### config.mk
export PLATFORM = sky130hd
export DESIGN_NAME = ks_adder_pipe
export DESIGN_NICKNAME = d
export VERILOG_FILES = /design/src/rtl/ks_adder_pkg.sv /design/src/rtl/ks_prefix_level.sv /design/src/rtl/ks_adder_pipe.sv
export SDC_FILE = /design/constraint.sdc
export NUM_CORES = 1
export LEC_CHECK = 0
export BUFFER_PORTS_ARGS = -buffer_cell sky130_fd_sc_hd__buf_2
export CAP_MARGIN = 5
export CORE_AREA = 2 2 197 218
export CTS_CLUSTER_SIZE = 20
export DETAILED_ROUTE_END_ITERATION = 8
export DIE_AREA = 0 0 199 220
export PLACE_DENSITY = 0.83
export SLEW_MARGIN = 20
export SYNTH_ARGS = -nofsm -noshare
export SYNTH_HDL_FRONTEND = slang
export SYNTH_SLANG_ARGS = --single-unit
### constraint.sdc
create_clock -name clk -period 5.36 [get_ports clk]
set_input_delay 1.608 -clock clk [delete_from_list [all_inputs] [get_ports clk]]
set_output_delay 1.608 -clock clk [all_outputs]
set_load 0.005 [all_outputs]
### src/rtl/ks_adder_pkg.sv
// Shared definitions for the pipelined Kogge-Stone adder/subtractor.
// Holds the prefix-level count helper and the add/subtract opcode encoding.
package ks_adder_pkg;

    localparam logic OP_ADD = 1'b0;
    localparam logic OP_SUB = 1'b1;

    // The carry-in occupies an extra bit below the LSB, so W+1 positions need prefix coverage.
    function automatic int ks_levels(input int w);
        return $clog2(w + 1);
    endfunction

endpackage

### src/rtl/ks_prefix_level.sv
// One combinational Kogge-Stone prefix level of span D over a W+1 bit G/P vector.
// Bit 0 of the vectors is the folded-in carry-in; operand bit i lives at index i+1.
module ks_prefix_level
    import ks_adder_pkg::*;
#(
    parameter int W = 8,
    parameter int D = 1
)
(
    input  logic [W:0] i_gen,
    input  logic [W:0] i_prop,
    output logic [W:0] o_gen,
    output logic [W:0] o_prop
);

    // Positions whose partner lies below the carry-in bit have already resolved and pass through.
    for (genvar j = 0; j <= W; j++) begin : g_bit
        if (j >= D) begin : g_comb
            assign o_gen[j]  = i_gen[j] | (i_prop[j] & i_gen[j-D]);
            assign o_prop[j] = i_prop[j] & i_prop[j-D];
        end else begin : g_pass
            assign o_gen[j]  = i_gen[j];
            assign o_prop[j] = i_prop[j];
        end
    end

endmodule

### src/rtl/ks_adder_pipe.sv
// Pipelined Kogge-Stone adder/subtractor with valid/ready flow control and a sideband tag.
// Optional signed overflow output is enabled by defining KS_ADDER_OVF_EN.
module ks_adder_pipe
    import ks_adder_pkg::*;
#(
    parameter int W     = 32,
    parameter int TAG_W = 4
)
(
    input  logic             clk,
    input  logic             rst_n,
    input  logic             in_valid,
    output logic             in_ready,
    input  logic [W-1:0]     a,
    input  logic [W-1:0]     b,
    input  logic             ci,
    input  logic             sub,
    input  logic [TAG_W-1:0] tag,
    output logic             out_valid,
    input  logic             out_ready,
    output logic [W-1:0]     s,
    output logic             co,
`ifdef KS_ADDER_OVF_EN
    output logic             ovf,
`endif
    output logic [TAG_W-1:0] out_tag
);

    localparam int L = ks_levels(W);

    logic             w_adv;
    logic [W-1:0]     w_bEff;
    logic             w_cEff;
    logic [W-1:0]     w_sumNext;
    logic [W:0]       w_genNext  [L];
    logic [W:0]       w_propNext [L];

    logic [W:0]       r_gen   [L+1];
    logic [W:0]       r_prop  [L];
    logic [W-1:0]     r_p0    [L+1];
    logic [TAG_W-1:0] r_tag   [L+1];
    logic [L:0]       r_valid;

    logic [W-1:0]     r_s;
    logic             r_co;
    logic [TAG_W-1:0] r_outTag;
    logic             r_outValid;

    // One global enable: the whole pipe freezes while a result waits downstream.
    assign w_adv    = !r_outValid || out_ready;
    assign in_ready = w_adv;

    assign w_bEff    = (sub == OP_SUB) ? ~b  : b;
    assign w_cEff    = (sub == OP_SUB) ? ~ci : ci;
    assign w_sumNext = r_p0[L] ^ r_gen[L][W-1:0];

    assign out_valid = r_outValid;
    assign s         = r_s;
    assign co        = r_co;
    assign out_tag   = r_outTag;

    for (genvar k = 0; k < L; k++) begin : g_level
        ks_prefix_level #(
            .W (W),
            .D (1 << k)
        ) u_level (
            .i_gen  (r_gen[k]),
            .i_prop (r_prop[k]),
            .o_gen  (w_genNext[k]),
            .o_prop (w_propNext[k])
        );
    end

    // The final level's propagate is never needed, so r_prop stops one stage short of r_gen.
    always_ff @(posedge clk or negedge rst_n) begin
        if (!rst_n) begin
            r_valid    <= '0;
            r_outValid <= 1'b0;
            r_s        <= '0;
            r_co       <= 1'b0;
            r_outTag   <= '0;
            for (int k = 0; k <= L; k++) begin
                r_gen[k] <= '0;
                r_p0[k]  <= '0;
                r_tag[k] <= '0;
            end
            for (int k = 0; k < L; k++) begin
                r_prop[k] <= '0;
            end
        end else if (w_adv) begin
            r_valid   <= {r_valid[L-1:0], in_valid};
            r_gen[0]  <= {a & w_bEff, w_cEff};
            r_prop[0] <= {a ^ w_bEff, 1'b0};
            r_p0[0]   <= a ^ w_bEff;
            r_tag[0]  <= tag;
            for (int k = 0; k < L; k++) begin
                r_gen[k+1] <= w_genNext[k];
                r_p0[k+1]  <= r_p0[k];
                r_tag[k+1] <= r_tag[k];
            end
            for (int k = 0; k < L - 1; k++) begin
                r_prop[k+1] <= w_propNext[k];
            end
            r_outValid <= r_valid[L];
            r_s        <= w_sumNext;
            r_co       <= r_gen[L][W];
            r_outTag   <= r_tag[L];
        end
    end

`ifdef KS_ADDER_OVF_EN
    logic [L:0] r_xMsb;
    logic       r_ovf;
    logic       w_carryMsb;

    // Carry into the MSB is recovered from the sum bit and the MSB half-sum.
    assign w_carryMsb = r_xMsb[L] ^ w_sumNext[W-1];
    assign ovf        = r_ovf;

    always_ff @(posedge clk or negedge rst_n) begin
        if (!rst_n) begin
            r_xMsb <= '0;
            r_ovf  <= 1'b0;
        end else if (w_adv) begin
            r_xMsb <= {r_xMsb[L-1:0], a[W-1] ^ w_bEff[W-1]};
            r_ovf  <= w_carryMsb ^ r_gen[L][W];
        end
    end
`endif

endmodule

==> results.py <==
metrics = {
    "clocking": {
        "cts_setup_buffers": 0,
        "hold_buffers": 0,
        "cts_made_buffers": 59,
        "cts-resized-gates": 0,
        "cts_root_buf": "clkbuf_16",
        "htree_levels": 2,
        "clk_latency_ns": 0.62,
        "clk_path_buf_depth": 3,
        "clock-sinks": 631,
        "cts_tree": "done",
        "clkSlewWorstSetupHoldPaths_ns": 0.06,
    },
    "synthesis": {
        "synth.distinct_cells": 17,
        "synthAdderAreaFrac_pct": 1.501,
        "synth_top_family_by_area": "multiplexers",
        "synth_xor_area_share_pct": 2.134,
        "synth_cells": 1964,
        "yosysSeqAreaShare_pct": 59.18,
        "yosys_warnings": 0,
        "synth-simple-area-share_pct": 8.202,
        "ys_seq_elements": 631,
        "synthMuxAreaShare_pct": 19.05,
        "synth_nets": 2070,
        "avgSynthCellArea_um2": 13.58,
        "syn-cell-area_mm2": 0.02668,
        "synth_compound_area_share_pct": 6.997,
    },
    "run_status": {
        "status": "finished, final reports clean",
    },
    "worst_setup_path": {
        "cp_max_fo": 69,
        "setup.worst_path.class": "reg2out",
        "worstSetupEndpointType": "output pin",
        "startpoint_type": "flop",
        "cp.required_ns": 3.75,
        "rrSetupSlack_ns": 1.76,
        "cp_data_arrival_time_ns": 2.35,
    },
    "cells_and_area": {
        "layout_commonest_cell": "dfrtp_1",
        "final_area_mm2": 0.02963,
        "synthToLayoutAreaGrowth_pct": 11.06,
        "most-common-layout-cells": "dfrtp_1, nand3b_1, o21ai_0, mux2_2, mux2_4",
        "utilization_pct": 70.87,
        "fin_nets": 2133,
        "drive_gt1_share_pct": 30.00,
        "diodes": 0,
    },
    "detailed_routing": {
        "vias": 15750,
        "wire_per_inst_um": 20.88,
        "firstDrtPassIters": 5,
        "drt-total-wl_um": 55210,
        "vias_per_cell": 5.957,
        "drtAntennaViolNets": 0,
        "drt_iter0_drc": 1495,
        "drc": 0,
    },
    "sta": {
        "hold_viol": 0,
        "fmax_mhz": 252.7,
        "min_period_ns": 3.958,
        "max-slew-margin-rel_pct": 20.32,
        "fin_setup_tns_ns": 0,
        "final-setup-viol-count": 0,
        "fin_skew_ns": 0.02131,
        "rsz0062_at_grt": "false",
        "drv_slew": 0,
        "fin_crit_sh_pct": 73.84,
        "worstMarginPinSlew_ns": 1.195,
        "whs_ns": 0.4637,
    },
    "pwr": {
        "leakage_nw": 13.33,
        "ir_drop_mv": 0.3286,
        "finalPower_mw": 17.74,
        "power_density_mw_per_mm2": 598.6,
    },
    "grt": {
        "grt_usage_pct": 26.46,
        "grt_antenna_before_repair": 3,
        "grt_pass1_vias": 16190,
        "overflow": 0,
        "grt_max_degree": 268,
        "grt_pass1_wl_um": 90440,
    },
    "placed_design": {
        "dp_hpwl_um": 34020,
        "port_buffers": 112,
        "gp_congestion": 0.8036,
        "placed_area_mm2": 0.02743,
    },
    "floorplan": {
        "row_count": 79,
        "die_y_um": 220,
        "chipWidth_um": 199,
        "core_region_area_mm2": 0.04181,
        "io_pins": 113,
        "start_util_pct": 63.81,
        "die-area_mm2": 0.04378,
    },
    "min_path": {
        "hold_path_class": "reg2reg",
    },
    "run": {
        "cap_violations": 0,
    },
}
[metal layers]
layer	global-route usage, %	routed length, µm	up-vias
li1	-	-	7085
met1	38.14	24120	8098
met2	42.11	26690	475
met3	3.964	2989	93
met4	8.035	1411	0
met5	0	0	-
[power by group]
group          switching, mW  internal [mW]  leakage, nW
clock network           1.79           2.81         1.06
registers               1.86           6.78         7.79
logic                   1.87           2.62         4.47
[registers in the layout (all words and copies together) (netlist names)]
signal     flops
out_valid      1
s             32
r_valid        7
out_tag        4
r_p0         224
r_prop       103
co             1
r_gen        231
r_tag         28
[Yosys cell counts (all sizes together)]
master	n	area, µm²
mux2	392	5082
buf	49	483.0
nor2b	1	8.760
ha	32	400.4
xor2	65	569.3
nand2	103	386.6
a21oi	135	675.7
nand2b	1	6.260
o21ai	238	1191
nand3b	238	1787
clkbuf	78	292.8
dfrtp	631	15790
inv	1	6.260
[area by class of cell]
cell class                      count  area (µm²)
Tap cell                          567       709.4
Clock buffer                       85        1725
Sequential cell                   631       15790
Timing Repair Buffer              129       820.8
Multi-Input combinational cell   1205       10110
Inverter                            1       16.27
Clock inverter                     26       452.9
Fill cell                        2716       12180
[metrics by stage]
step | worst slack [ns] | instances
finish | 1.402 | 2644
global route | 1.287 | 2644
CTS | 1.361 | 2643
detailed placement | 1.252 | 2532
global placement | 1.287 | 2532
floorplan | 1.490 | 1964
[final timing paths]
path / startpoint / end / depth (start not counted)
worst min register to register: r_valid[6]$_DFFE_PN0P_ / out_valid$_DFFE_PN0P_ / 1
worst max register to register: out_valid$_DFFE_PN0P_ / r_p0[167]$_DFFE_PN0P_ / 4
max in group asynchronous: rst_n / r_p0[21]$_DFFE_PN0P_ / 2
min in group asynchronous: rst_n / s[4]$_DFFE_PN0P_ / 1
worst max-delay path: out_valid$_DFFE_PN0P_ / in_ready / 3
worst min-delay path: r_valid[6]$_DFFE_PN0P_ / out_valid$_DFFE_PN0P_ / 1
[critical path: stages, from the launching register on]
cell,delay (ns)
dfrtp_4,0.92
nor2b_4,0.40
clkinv_8,0.18
buf_2,0.17
[logic make-up (layout without fill, tap and decap cells)]
group / after synthesis / after routing
compound gates: 373 / 373
xor+xnor: 65 / 65
fa+ha+maj: 32 / 32
buf+inv: 128 / 241
flops: 631 / 631
mux: 392 / 392
simple gates: 343 / 343
(Power assumes the default switching activity.)
